==> config.mk <==
export PLATFORM = sky130hd
export DESIGN_NAME = id_decode_stage_flat
export DESIGN_NICKNAME = d
export VERILOG_FILES = /design/src/rtl/id_decode_stage_if.sv /design/src/rtl/id_decode_stage.sv /design/src/flat_wrapper.sv
export SDC_FILE = /design/constraint.sdc
export NUM_CORES = 1
export LEC_CHECK = 0
export CAP_MARGIN = 20
export CORE_ASPECT_RATIO = 1.25
export CORE_UTILIZATION = 46
export DETAILED_ROUTE_END_ITERATION = 7
export PLACE_DENSITY_LB_ADDON = 0.05
export SKIP_LAST_GASP = 1
export SLEW_MARGIN = 25
export SYNTH_ARGS = -nofsm -noshare
export SYNTH_HDL_FRONTEND = slang
export SYNTH_SLANG_ARGS = --single-unit
==> constraint.sdc <==
create_clock -name clk -period 3.25 [get_ports clk]
set_input_delay 0.4875 -clock clk [delete_from_list [all_inputs] [get_ports clk]]
set_output_delay 0.4875 -clock clk [all_outputs]
set_load 0.02 [all_outputs]
==> src/rtl/id_decode_stage_if.sv <==
// id_decode_stage_if: IF-side handshake, EX feedback and decoded-instruction bus of the decode stage
interface id_decode_stage_if #(
    parameter int XLEN      = 32,
    parameter int RF_ADDR_W = 5,
    parameter int ALUOP_W   = 4
);
    logic                 in_valid;
    logic                 in_ready;
    logic [31:0]          in_instr;
    logic [XLEN-1:0]      in_pc;
    logic                 flush;
    logic                 ex_memread;
    logic [RF_ADDR_W-1:0] ex_rd;
    logic                 out_valid;
    logic                 out_ready;
    logic [XLEN-1:0]      out_pc;
    logic [XLEN-1:0]      out_imm;
    logic [RF_ADDR_W-1:0] out_rs1;
    logic [RF_ADDR_W-1:0] out_rs2;
    logic [RF_ADDR_W-1:0] out_rd;
    logic [2:0]           out_funct3;
    logic [ALUOP_W-1:0]   out_aluop;
    logic                 out_branch;
    logic                 out_jump;
    logic                 out_memread;
    logic                 out_memwrite;
    logic                 out_memtoreg;
    logic                 out_alusrc;
    logic                 out_regwrite;
    logic                 out_illegal;

    modport slave (
        input  in_valid, in_instr, in_pc, flush, ex_memread, ex_rd, out_ready,
        output in_ready, out_valid, out_pc, out_imm, out_rs1, out_rs2, out_rd, out_funct3,
               out_aluop, out_branch, out_jump, out_memread, out_memwrite, out_memtoreg,
               out_alusrc, out_regwrite, out_illegal
    );

    modport master (
        output in_valid, in_instr, in_pc, flush, ex_memread, ex_rd, out_ready,
        input  in_ready, out_valid, out_pc, out_imm, out_rs1, out_rs2, out_rd, out_funct3,
               out_aluop, out_branch, out_jump, out_memread, out_memwrite, out_memtoreg,
               out_alusrc, out_regwrite, out_illegal
    );
endinterface

==> src/rtl/id_decode_stage.sv <==
// id_decode_stage: RV32I decode stage with valid/ready handshake, load-use stall and EX flush
module id_decode_stage #(
    parameter int XLEN      = 32,
    parameter int RF_ADDR_W = 5,
    parameter int ALUOP_W   = 4,
    parameter bit HAZARD_EN = 1'b1
) (
    input logic               clk,
    input logic               reset,
    id_decode_stage_if.slave  bus
);
    localparam logic [6:0] OPC_OP_IMM = 7'b0010011;
    localparam logic [6:0] OPC_OP     = 7'b0110011;
    localparam logic [6:0] OPC_BRANCH = 7'b1100011;
    localparam logic [6:0] OPC_JAL    = 7'b1101111;
    localparam logic [6:0] OPC_JALR   = 7'b1100111;
    localparam logic [6:0] OPC_LOAD   = 7'b0000011;
    localparam logic [6:0] OPC_STORE  = 7'b0100011;
    localparam logic [6:0] OPC_LUI    = 7'b0110111;
    localparam logic [6:0] OPC_AUIPC  = 7'b0010111;

    localparam logic [ALUOP_W-1:0] ALU_ADD   = ALUOP_W'(0);
    localparam logic [ALUOP_W-1:0] ALU_SUB   = ALUOP_W'(1);
    localparam logic [ALUOP_W-1:0] ALU_SLL   = ALUOP_W'(2);
    localparam logic [ALUOP_W-1:0] ALU_SLT   = ALUOP_W'(3);
    localparam logic [ALUOP_W-1:0] ALU_SLTU  = ALUOP_W'(4);
    localparam logic [ALUOP_W-1:0] ALU_XOR   = ALUOP_W'(5);
    localparam logic [ALUOP_W-1:0] ALU_SRL   = ALUOP_W'(6);
    localparam logic [ALUOP_W-1:0] ALU_SRA   = ALUOP_W'(7);
    localparam logic [ALUOP_W-1:0] ALU_OR    = ALUOP_W'(8);
    localparam logic [ALUOP_W-1:0] ALU_AND   = ALUOP_W'(9);
    localparam logic [ALUOP_W-1:0] ALU_PASSB = ALUOP_W'(10);

    typedef struct packed {
        logic [XLEN-1:0]      pc;
        logic [XLEN-1:0]      imm;
        logic [RF_ADDR_W-1:0] rs1;
        logic [RF_ADDR_W-1:0] rs2;
        logic [RF_ADDR_W-1:0] rd;
        logic [2:0]           funct3;
        logic [ALUOP_W-1:0]   aluop;
        logic                 branch;
        logic                 jump;
        logic                 memread;
        logic                 memwrite;
        logic                 memtoreg;
        logic                 alusrc;
        logic                 regwrite;
        logic                 illegal;
        logic                 uses_rs1;
        logic                 uses_rs2;
    } dec_t;

    dec_t               dec_q, dec_d, dec_new;
    logic               valid_q, valid_d;
    logic [31:0]        ins;
    logic [6:0]         opc;
    logic [31:0]        imm_i, imm_s, imm_b, imm_u, imm_j, imm32;
    logic [ALUOP_W-1:0] alu_f;
    logic               alt, hazard, out_valid, in_ready, accept;

    assign ins = bus.in_instr;
    assign opc = ins[6:0];

    assign imm_i = {{20{ins[31]}}, ins[31:20]};
    assign imm_s = {{20{ins[31]}}, ins[31:25], ins[11:7]};
    assign imm_b = {{19{ins[31]}}, ins[31], ins[7], ins[30:25], ins[11:8], 1'b0};
    assign imm_u = {ins[31:12], 12'b0};
    assign imm_j = {{11{ins[31]}}, ins[31], ins[19:12], ins[20], ins[30:21], 1'b0};

    // OP-IMM only honours instr[30] for shifts, so ADDI can never become SUB
    always_comb begin
        alt = ins[30] & ((opc == OPC_OP) | (ins[14:12] == 3'b101));
        case (ins[14:12])
            3'b000:  alu_f = alt ? ALU_SUB : ALU_ADD;
            3'b001:  alu_f = ALU_SLL;
            3'b010:  alu_f = ALU_SLT;
            3'b011:  alu_f = ALU_SLTU;
            3'b100:  alu_f = ALU_XOR;
            3'b101:  alu_f = alt ? ALU_SRA : ALU_SRL;
            3'b110:  alu_f = ALU_OR;
            default: alu_f = ALU_AND;
        endcase
    end

    always_comb begin
        dec_new          = '0;
        imm32            = '0;
        dec_new.pc       = bus.in_pc;
        dec_new.rs1      = RF_ADDR_W'(ins[19:15]);
        dec_new.rs2      = RF_ADDR_W'(ins[24:20]);
        dec_new.rd       = RF_ADDR_W'(ins[11:7]);
        dec_new.funct3   = ins[14:12];
        dec_new.uses_rs1 = 1'b1;
        case (opc)
            OPC_OP_IMM: begin
                dec_new.alusrc   = 1'b1;
                dec_new.regwrite = 1'b1;
                dec_new.aluop    = alu_f;
                imm32            = imm_i;
            end
            OPC_OP: begin
                dec_new.regwrite = 1'b1;
                dec_new.aluop    = alu_f;
                dec_new.uses_rs2 = 1'b1;
            end
            OPC_BRANCH: begin
                dec_new.branch   = 1'b1;
                dec_new.aluop    = ALU_SUB;
                dec_new.uses_rs2 = 1'b1;
                imm32            = imm_b;
            end
            OPC_JAL: begin
                dec_new.jump     = 1'b1;
                dec_new.regwrite = 1'b1;
                dec_new.uses_rs1 = 1'b0;
                imm32            = imm_j;
            end
            OPC_JALR: begin
                dec_new.jump     = 1'b1;
                dec_new.alusrc   = 1'b1;
                dec_new.regwrite = 1'b1;
                imm32            = imm_i;
            end
            OPC_LOAD: begin
                dec_new.memread  = 1'b1;
                dec_new.memtoreg = 1'b1;
                dec_new.alusrc   = 1'b1;
                dec_new.regwrite = 1'b1;
                imm32            = imm_i;
            end
            OPC_STORE: begin
                dec_new.memwrite = 1'b1;
                dec_new.alusrc   = 1'b1;
                dec_new.uses_rs2 = 1'b1;
                imm32            = imm_s;
            end
            OPC_LUI: begin
                dec_new.alusrc   = 1'b1;
                dec_new.regwrite = 1'b1;
                dec_new.aluop    = ALU_PASSB;
                dec_new.uses_rs1 = 1'b0;
                imm32            = imm_u;
            end
            OPC_AUIPC: begin
                dec_new.alusrc   = 1'b1;
                dec_new.regwrite = 1'b1;
                dec_new.uses_rs1 = 1'b0;
                imm32            = imm_u;
            end
            default: dec_new.illegal = 1'b1;
        endcase
        dec_new.imm      = XLEN'($signed(imm32));
        dec_new.regwrite = dec_new.regwrite & (dec_new.rd != '0);
    end

    // Hazard is judged against the held entry, never the instruction being offered
    always_comb begin
        hazard    = HAZARD_EN & valid_q & bus.ex_memread & (bus.ex_rd != '0) &
                    (((bus.ex_rd == dec_q.rs1) & dec_q.uses_rs1) |
                     ((bus.ex_rd == dec_q.rs2) & dec_q.uses_rs2));
        out_valid = valid_q & ~hazard;
        in_ready  = ~bus.flush & (~valid_q | (bus.out_ready & ~hazard));
        accept    = bus.in_valid & in_ready;
        valid_d   = bus.flush ? 1'b0 :
                    accept ? 1'b1 :
                    (out_valid & bus.out_ready) ? 1'b0 : valid_q;
        dec_d     = accept ? dec_new : dec_q;
    end

    always_ff @(posedge clk or posedge reset) begin
        if (reset) begin
            valid_q <= 1'b0;
            dec_q   <= '0;
        end else begin
            valid_q <= valid_d;
            dec_q   <= dec_d;
        end
    end

    assign bus.in_ready     = in_ready;
    assign bus.out_valid    = out_valid;
    assign bus.out_pc       = dec_q.pc;
    assign bus.out_imm      = dec_q.imm;
    assign bus.out_rs1      = dec_q.rs1;
    assign bus.out_rs2      = dec_q.rs2;
    assign bus.out_rd       = dec_q.rd;
    assign bus.out_funct3   = dec_q.funct3;
    assign bus.out_aluop    = dec_q.aluop;
    assign bus.out_branch   = dec_q.branch;
    assign bus.out_jump     = dec_q.jump;
    assign bus.out_memread  = dec_q.memread;
    assign bus.out_memwrite = dec_q.memwrite;
    assign bus.out_memtoreg = dec_q.memtoreg;
    assign bus.out_alusrc   = dec_q.alusrc;
    assign bus.out_regwrite = dec_q.regwrite;
    assign bus.out_illegal  = dec_q.illegal;
endmodule
==> src/flat_wrapper.sv <==
// flat-port wrapper written by rule: the top's interface ports become plain ports
module id_decode_stage_flat 
#(
    parameter int XLEN      = 32,
    parameter int RF_ADDR_W = 5,
    parameter int ALUOP_W   = 4,
    parameter bit HAZARD_EN = 1'b1
)
  (clk, reset, bus_in_valid, bus_in_instr, bus_in_pc, bus_flush, bus_ex_memread, bus_ex_rd, bus_out_ready, bus_in_ready, bus_out_valid, bus_out_pc, bus_out_imm, bus_out_rs1, bus_out_rs2, bus_out_rd, bus_out_funct3, bus_out_aluop, bus_out_branch, bus_out_jump, bus_out_memread, bus_out_memwrite, bus_out_memtoreg, bus_out_alusrc, bus_out_regwrite, bus_out_illegal);
  id_decode_stage_if #(.XLEN(XLEN), .RF_ADDR_W(RF_ADDR_W), .ALUOP_W(ALUOP_W)) bus_i ();
  input logic clk;
  input logic reset;
  input wire logic [$bits(bus_i.in_valid)-1:0] bus_in_valid;
  input wire logic [$bits(bus_i.in_instr)-1:0] bus_in_instr;
  input wire logic [$bits(bus_i.in_pc)-1:0] bus_in_pc;
  input wire logic [$bits(bus_i.flush)-1:0] bus_flush;
  input wire logic [$bits(bus_i.ex_memread)-1:0] bus_ex_memread;
  input wire logic [$bits(bus_i.ex_rd)-1:0] bus_ex_rd;
  input wire logic [$bits(bus_i.out_ready)-1:0] bus_out_ready;
  output wire logic [$bits(bus_i.in_ready)-1:0] bus_in_ready;
  output wire logic [$bits(bus_i.out_valid)-1:0] bus_out_valid;
  output wire logic [$bits(bus_i.out_pc)-1:0] bus_out_pc;
  output wire logic [$bits(bus_i.out_imm)-1:0] bus_out_imm;
  output wire logic [$bits(bus_i.out_rs1)-1:0] bus_out_rs1;
  output wire logic [$bits(bus_i.out_rs2)-1:0] bus_out_rs2;
  output wire logic [$bits(bus_i.out_rd)-1:0] bus_out_rd;
  output wire logic [$bits(bus_i.out_funct3)-1:0] bus_out_funct3;
  output wire logic [$bits(bus_i.out_aluop)-1:0] bus_out_aluop;
  output wire logic [$bits(bus_i.out_branch)-1:0] bus_out_branch;
  output wire logic [$bits(bus_i.out_jump)-1:0] bus_out_jump;
  output wire logic [$bits(bus_i.out_memread)-1:0] bus_out_memread;
  output wire logic [$bits(bus_i.out_memwrite)-1:0] bus_out_memwrite;
  output wire logic [$bits(bus_i.out_memtoreg)-1:0] bus_out_memtoreg;
  output wire logic [$bits(bus_i.out_alusrc)-1:0] bus_out_alusrc;
  output wire logic [$bits(bus_i.out_regwrite)-1:0] bus_out_regwrite;
  output wire logic [$bits(bus_i.out_illegal)-1:0] bus_out_illegal;
  assign bus_i.in_valid = bus_in_valid;
  assign bus_i.in_instr = bus_in_instr;
  assign bus_i.in_pc = bus_in_pc;
  assign bus_i.flush = bus_flush;
  assign bus_i.ex_memread = bus_ex_memread;
  assign bus_i.ex_rd = bus_ex_rd;
  assign bus_i.out_ready = bus_out_ready;
  assign bus_in_ready = bus_i.in_ready;
  assign bus_out_valid = bus_i.out_valid;
  assign bus_out_pc = bus_i.out_pc;
  assign bus_out_imm = bus_i.out_imm;
  assign bus_out_rs1 = bus_i.out_rs1;
  assign bus_out_rs2 = bus_i.out_rs2;
  assign bus_out_rd = bus_i.out_rd;
  assign bus_out_funct3 = bus_i.out_funct3;
  assign bus_out_aluop = bus_i.out_aluop;
  assign bus_out_branch = bus_i.out_branch;
  assign bus_out_jump = bus_i.out_jump;
  assign bus_out_memread = bus_i.out_memread;
  assign bus_out_memwrite = bus_i.out_memwrite;
  assign bus_out_memtoreg = bus_i.out_memtoreg;
  assign bus_out_alusrc = bus_i.out_alusrc;
  assign bus_out_regwrite = bus_i.out_regwrite;
  assign bus_out_illegal = bus_i.out_illegal;
  id_decode_stage #(.XLEN(XLEN), .RF_ADDR_W(RF_ADDR_W), .ALUOP_W(ALUOP_W), .HAZARD_EN(HAZARD_EN)) u_core (.clk(clk), .reset(reset), .bus(bus_i));
endmodule
==> flow_metrics.py <==
metrics = {
    "cts": {
        "root_buffer": "clkbuf_16",
        "ctsResizeCount": 0,
        "clock_latency_ns": 0.34,
        "htreeDepth": 3,
        "post_cts_buffers": 0,
        "clock_path_buffers": 2,
        "cts_sinks": 96,
        "clk_pin_slew_worst_paths_ns": 0.06,
        "cts_tree": "done",
        "cts_buffers": 9,
        "postCtsHoldBufs": 0,
    },
    "setup_path": {
        "startpoint_type": "input port",
        "r2r-start": "u_core.valid_q",
        "crit_arrival_ns": 2.50,
        "cp_max_fo": 3,
        "path_cells": "clkdlybuf4s50_1 > or3_1 > o311a_1 > nand2_1 > and2_1 > clkdlybuf4s50_1",
        "r2r_setup_slack_ns": 1.16,
        "rr_endpoint": "u_core.bus.out_pc[11]",
        "required_ns": 2.76,
        "crit_top_cell": "clkdlybuf4s50_1",
        "slowest_delay_ns": 0.60,
        "ff2ff_path_depth": 6,
        "critPathKind": "in -> out",
        "slowest_stage": "clkdlybuf4s50_1",
        "cp-end-kind": "primary output",
    },
    "cells_and_area": {
        "synthToLayoutAreaGrowth_pct": 30.1,
        "num-fill-cells": 871,
        "finalNetCount": 590,
        "multi_input_area_um2": 1800,
        "antenna_cells": 0,
        "regArea_um2": 2400,
        "final_cells": 651,
        "drive_gt1_frac": 0.168,
    },
    "power": {
        "irDropWorstVdd_mv": 0.318,
        "powerDensity_nw_per_um2": 529,
        "p_leak_uw": 0.00266,
    },
    "yosys": {
        "ys_warn_count": 0,
        "synth_area_um2": 5020,
        "synth.distinct_cells": 45,
        "synthTopCellsByArea": "dfrtp_1 (48%), buf_4 (14%), mux2_2 (10%), mux2_1 (4.5%), a2bb2oi_2 (3.0%)",
        "synth_flop_cell": "dfrtp_1",
        "synth_edf_count": 0,
        "syn_inst": 428,
        "yosysTopAreaCellShare": 0.478,
        "synth-seq-cells": 96,
        "yosysTopAreaCell": "dfrtp_1",
        "synthesis.nets": 503,
        "syn_avg_cell_area_um2": 11.7,
        "async_reset_ff_frac": 1.00,
        "ys_seq_area_frac": 0.478,
    },
    "floorplan": {
        "io_pins": 171,
        "rows": 42,
        "start_util": 0.473,
        "die_y_um": 119,
        "dieArea_um2": 11300,
        "core_area_um2": 10600,
        "die_x_um": 95.5,
    },
    "run": {
        "cap_violations": 0,
    },
    "grt": {
        "grt_max_degree": 49,
        "met2_usage": 0.328,
        "met1_usage": 0.258,
        "grt_antenna_before_repair": 0,
        "grt-ovfl-total": 0,
        "top_usage_layer": "met2",
        "grt_pass1_vias": 3446,
        "use_met3": 0.0664,
        "grt_usage": 0.206,
        "grt_pass1_wl_um": 17700,
    },
    "sta": {
        "fin_skew_ns": 0.00846,
        "period_needed_ns": 2.99,
        "setup-violations-final": 0,
        "drv_slew": 0,
        "finalHoldViolCount": 0,
        "max_freq_mhz": 335,
        "setup_tns_ns": 0,
        "setup_slack_ns": 0.261,
        "grt_setup_unrepaired": "no",
        "relSlewSlack": 0.605,
        "period_share": 0.920,
        "worst_slew_pin_slew_ns": 0.593,
    },
    "place": {
        "place_ws_ns": 0.280,
        "portBuffers": 170,
        "hpwl_um": 7970,
        "dpl.cell_count": 636,
        "gp_congestion": 0.802,
    },
    "status": {
        "outcome": "complete, no violations",
    },
    "worst_hold_path": {
        "min_path_cells": 1,
        "hold_path.class": "reg -> reg",
        "hold_path_end": "u_core.bus.out_funct3[1]",
        "min-delay-start": "u_core.bus.out_funct3[1]",
    },
    "routing": {
        "drt_iter0_drc": 107,
        "drc": 0,
        "drt-pass1-iter-count": 4,
        "wl_um": 10900,
        "via_per_inst": 5.11,
        "ant_nets": 0,
        "vias": 3327,
        "wire_per_inst_um": 16.8,
    },
}
cell usage after synthesis (all sizes together) (3+ instances only):
master,number
buf,99
dfrtp,96
mux2,65
nand2,22
a2bb2oi,20
a21oi,17
inv,12
mux2i,12
nor2,12
and2,9
xnor2,9
clkbuf,8
a221oi,7
o21ai,4
and3,3
nand2b,3
nor3,3
state kept, by name (all words and copies together) (netlist names):
| name | cells |
|---|---|
| u_core.bus.out_rs1 | 5 |
| u_core.bus.out_rs2 | 5 |
| u_core.bus.out_jump | 1 |
| u_core.bus.out_branch | 1 |
| u_core.bus.out_pc | 32 |
| u_core.bus.out_rd | 5 |
| u_core.valid_q | 1 |
| u_core.bus.out_memread | 1 |
| u_core.bus.out_illegal | 1 |
| u_core.bus.out_imm | 32 |
| u_core.bus.out_aluop | 4 |
| u_core.bus.out_regwrite | 1 |
| u_core.bus.out_alusrc | 1 |
| u_core.dec_q | 2 |
| u_core.bus.out_memwrite | 1 |
| u_core.bus.out_funct3 | 3 |
power by group:
group,switching (uW),total [uW],internal [uW]
clock,437,1050,613
sequential,97.9,1450,1350
combinational,433,957,524
how the worst max path moves through the flow:
| stage | start | to | slack [ns] | depth (start not counted) |
|---|---|---|---|---|
| after floorplan | reset | u_core.bus.out_aluop[0] | 0.26 | 1 |
| after global placement | bus_ex_rd[1] | bus_in_ready | 0.29 | 6 |
| after detailed placement | bus_ex_rd[1] | bus_out_valid | 0.28 | 6 |
| after CTS | bus_ex_rd[1] | bus_out_valid | 0.27 | 6 |
| after global routing | bus_ex_rd[1] | bus_in_ready | 0.17 | 6 |
| final | bus_ex_rd[1] | bus_out_valid | 0.26 | 6 |
cells in the final DEF (no fill, tap or decap), drive strengths merged, types with 3 or more instances in the layout:
| cell | instances |
|---|---|
| xnor2 | 9 |
| and2 | 9 |
| inv | 12 |
| a221oi | 7 |
| clkbuf | 12 |
| o21ai | 4 |
| a2bb2oi | 20 |
| a21oi | 17 |
| buf | 13 |
| nor2 | 12 |
| and3 | 3 |
| nor3 | 3 |
| nand2 | 22 |
| dfrtp | 96 |
| mux2i | 12 |
| mux2 | 65 |
| clkdlybuf4s50 | 170 |
| nand2b | 3 |
layer usage:
layer / up-vias / share of wire
li1: 1574 / -
met1: 1615 / 0.42
met2: 123 / 0.49
met3: 15 / 0.076
met4: 0 / 0.019
met5: - / 0
metrics by stage:
step / total power (uW) / hold slack, ns / util / cell area [um2]
after floorplan: 2160 / 0.459 / - / 5020
after global routing: 3620 / 0.502 / 0.616 / 6540
after detailed placement: 2440 / 0.474 / 0.589 / 6250
after global placement: 2430 / 0.468 / 0.589 / 6250
final: 3460 / 0.484 / 0.616 / 6540
after CTS: 3500 / 0.488 / 0.616 / 6540
worst max-delay path: cells and delay by family:
kind / cells / cell delay, ns
buf+inv: 2 / 1.07
simple gates: 3 / 0.64
compound gates: 1 / 0.31
kinds of logic after synthesis:
group / Yosys count / share of synthesized area
compound gates: 60 / 0.105
xor+xnor: 10 / 0.0174
buf+inv: 119 / 0.165
flops: 96 / 0.478
mux: 77 / 0.170
simple gates: 66 / 0.0652
final cells by class:
cell class / instances / area share
timing repair buffer: 183 / 0.281
clock buffer: 12 / 0.0377
inverter: 12 / 0.00727
clock inverter: 3 / 0.00651
multi-input combinational: 213 / 0.275
sequential: 96 / 0.367
tap: 132 / 0.0253
Note: power is estimated with default switching activity, not from simulation.
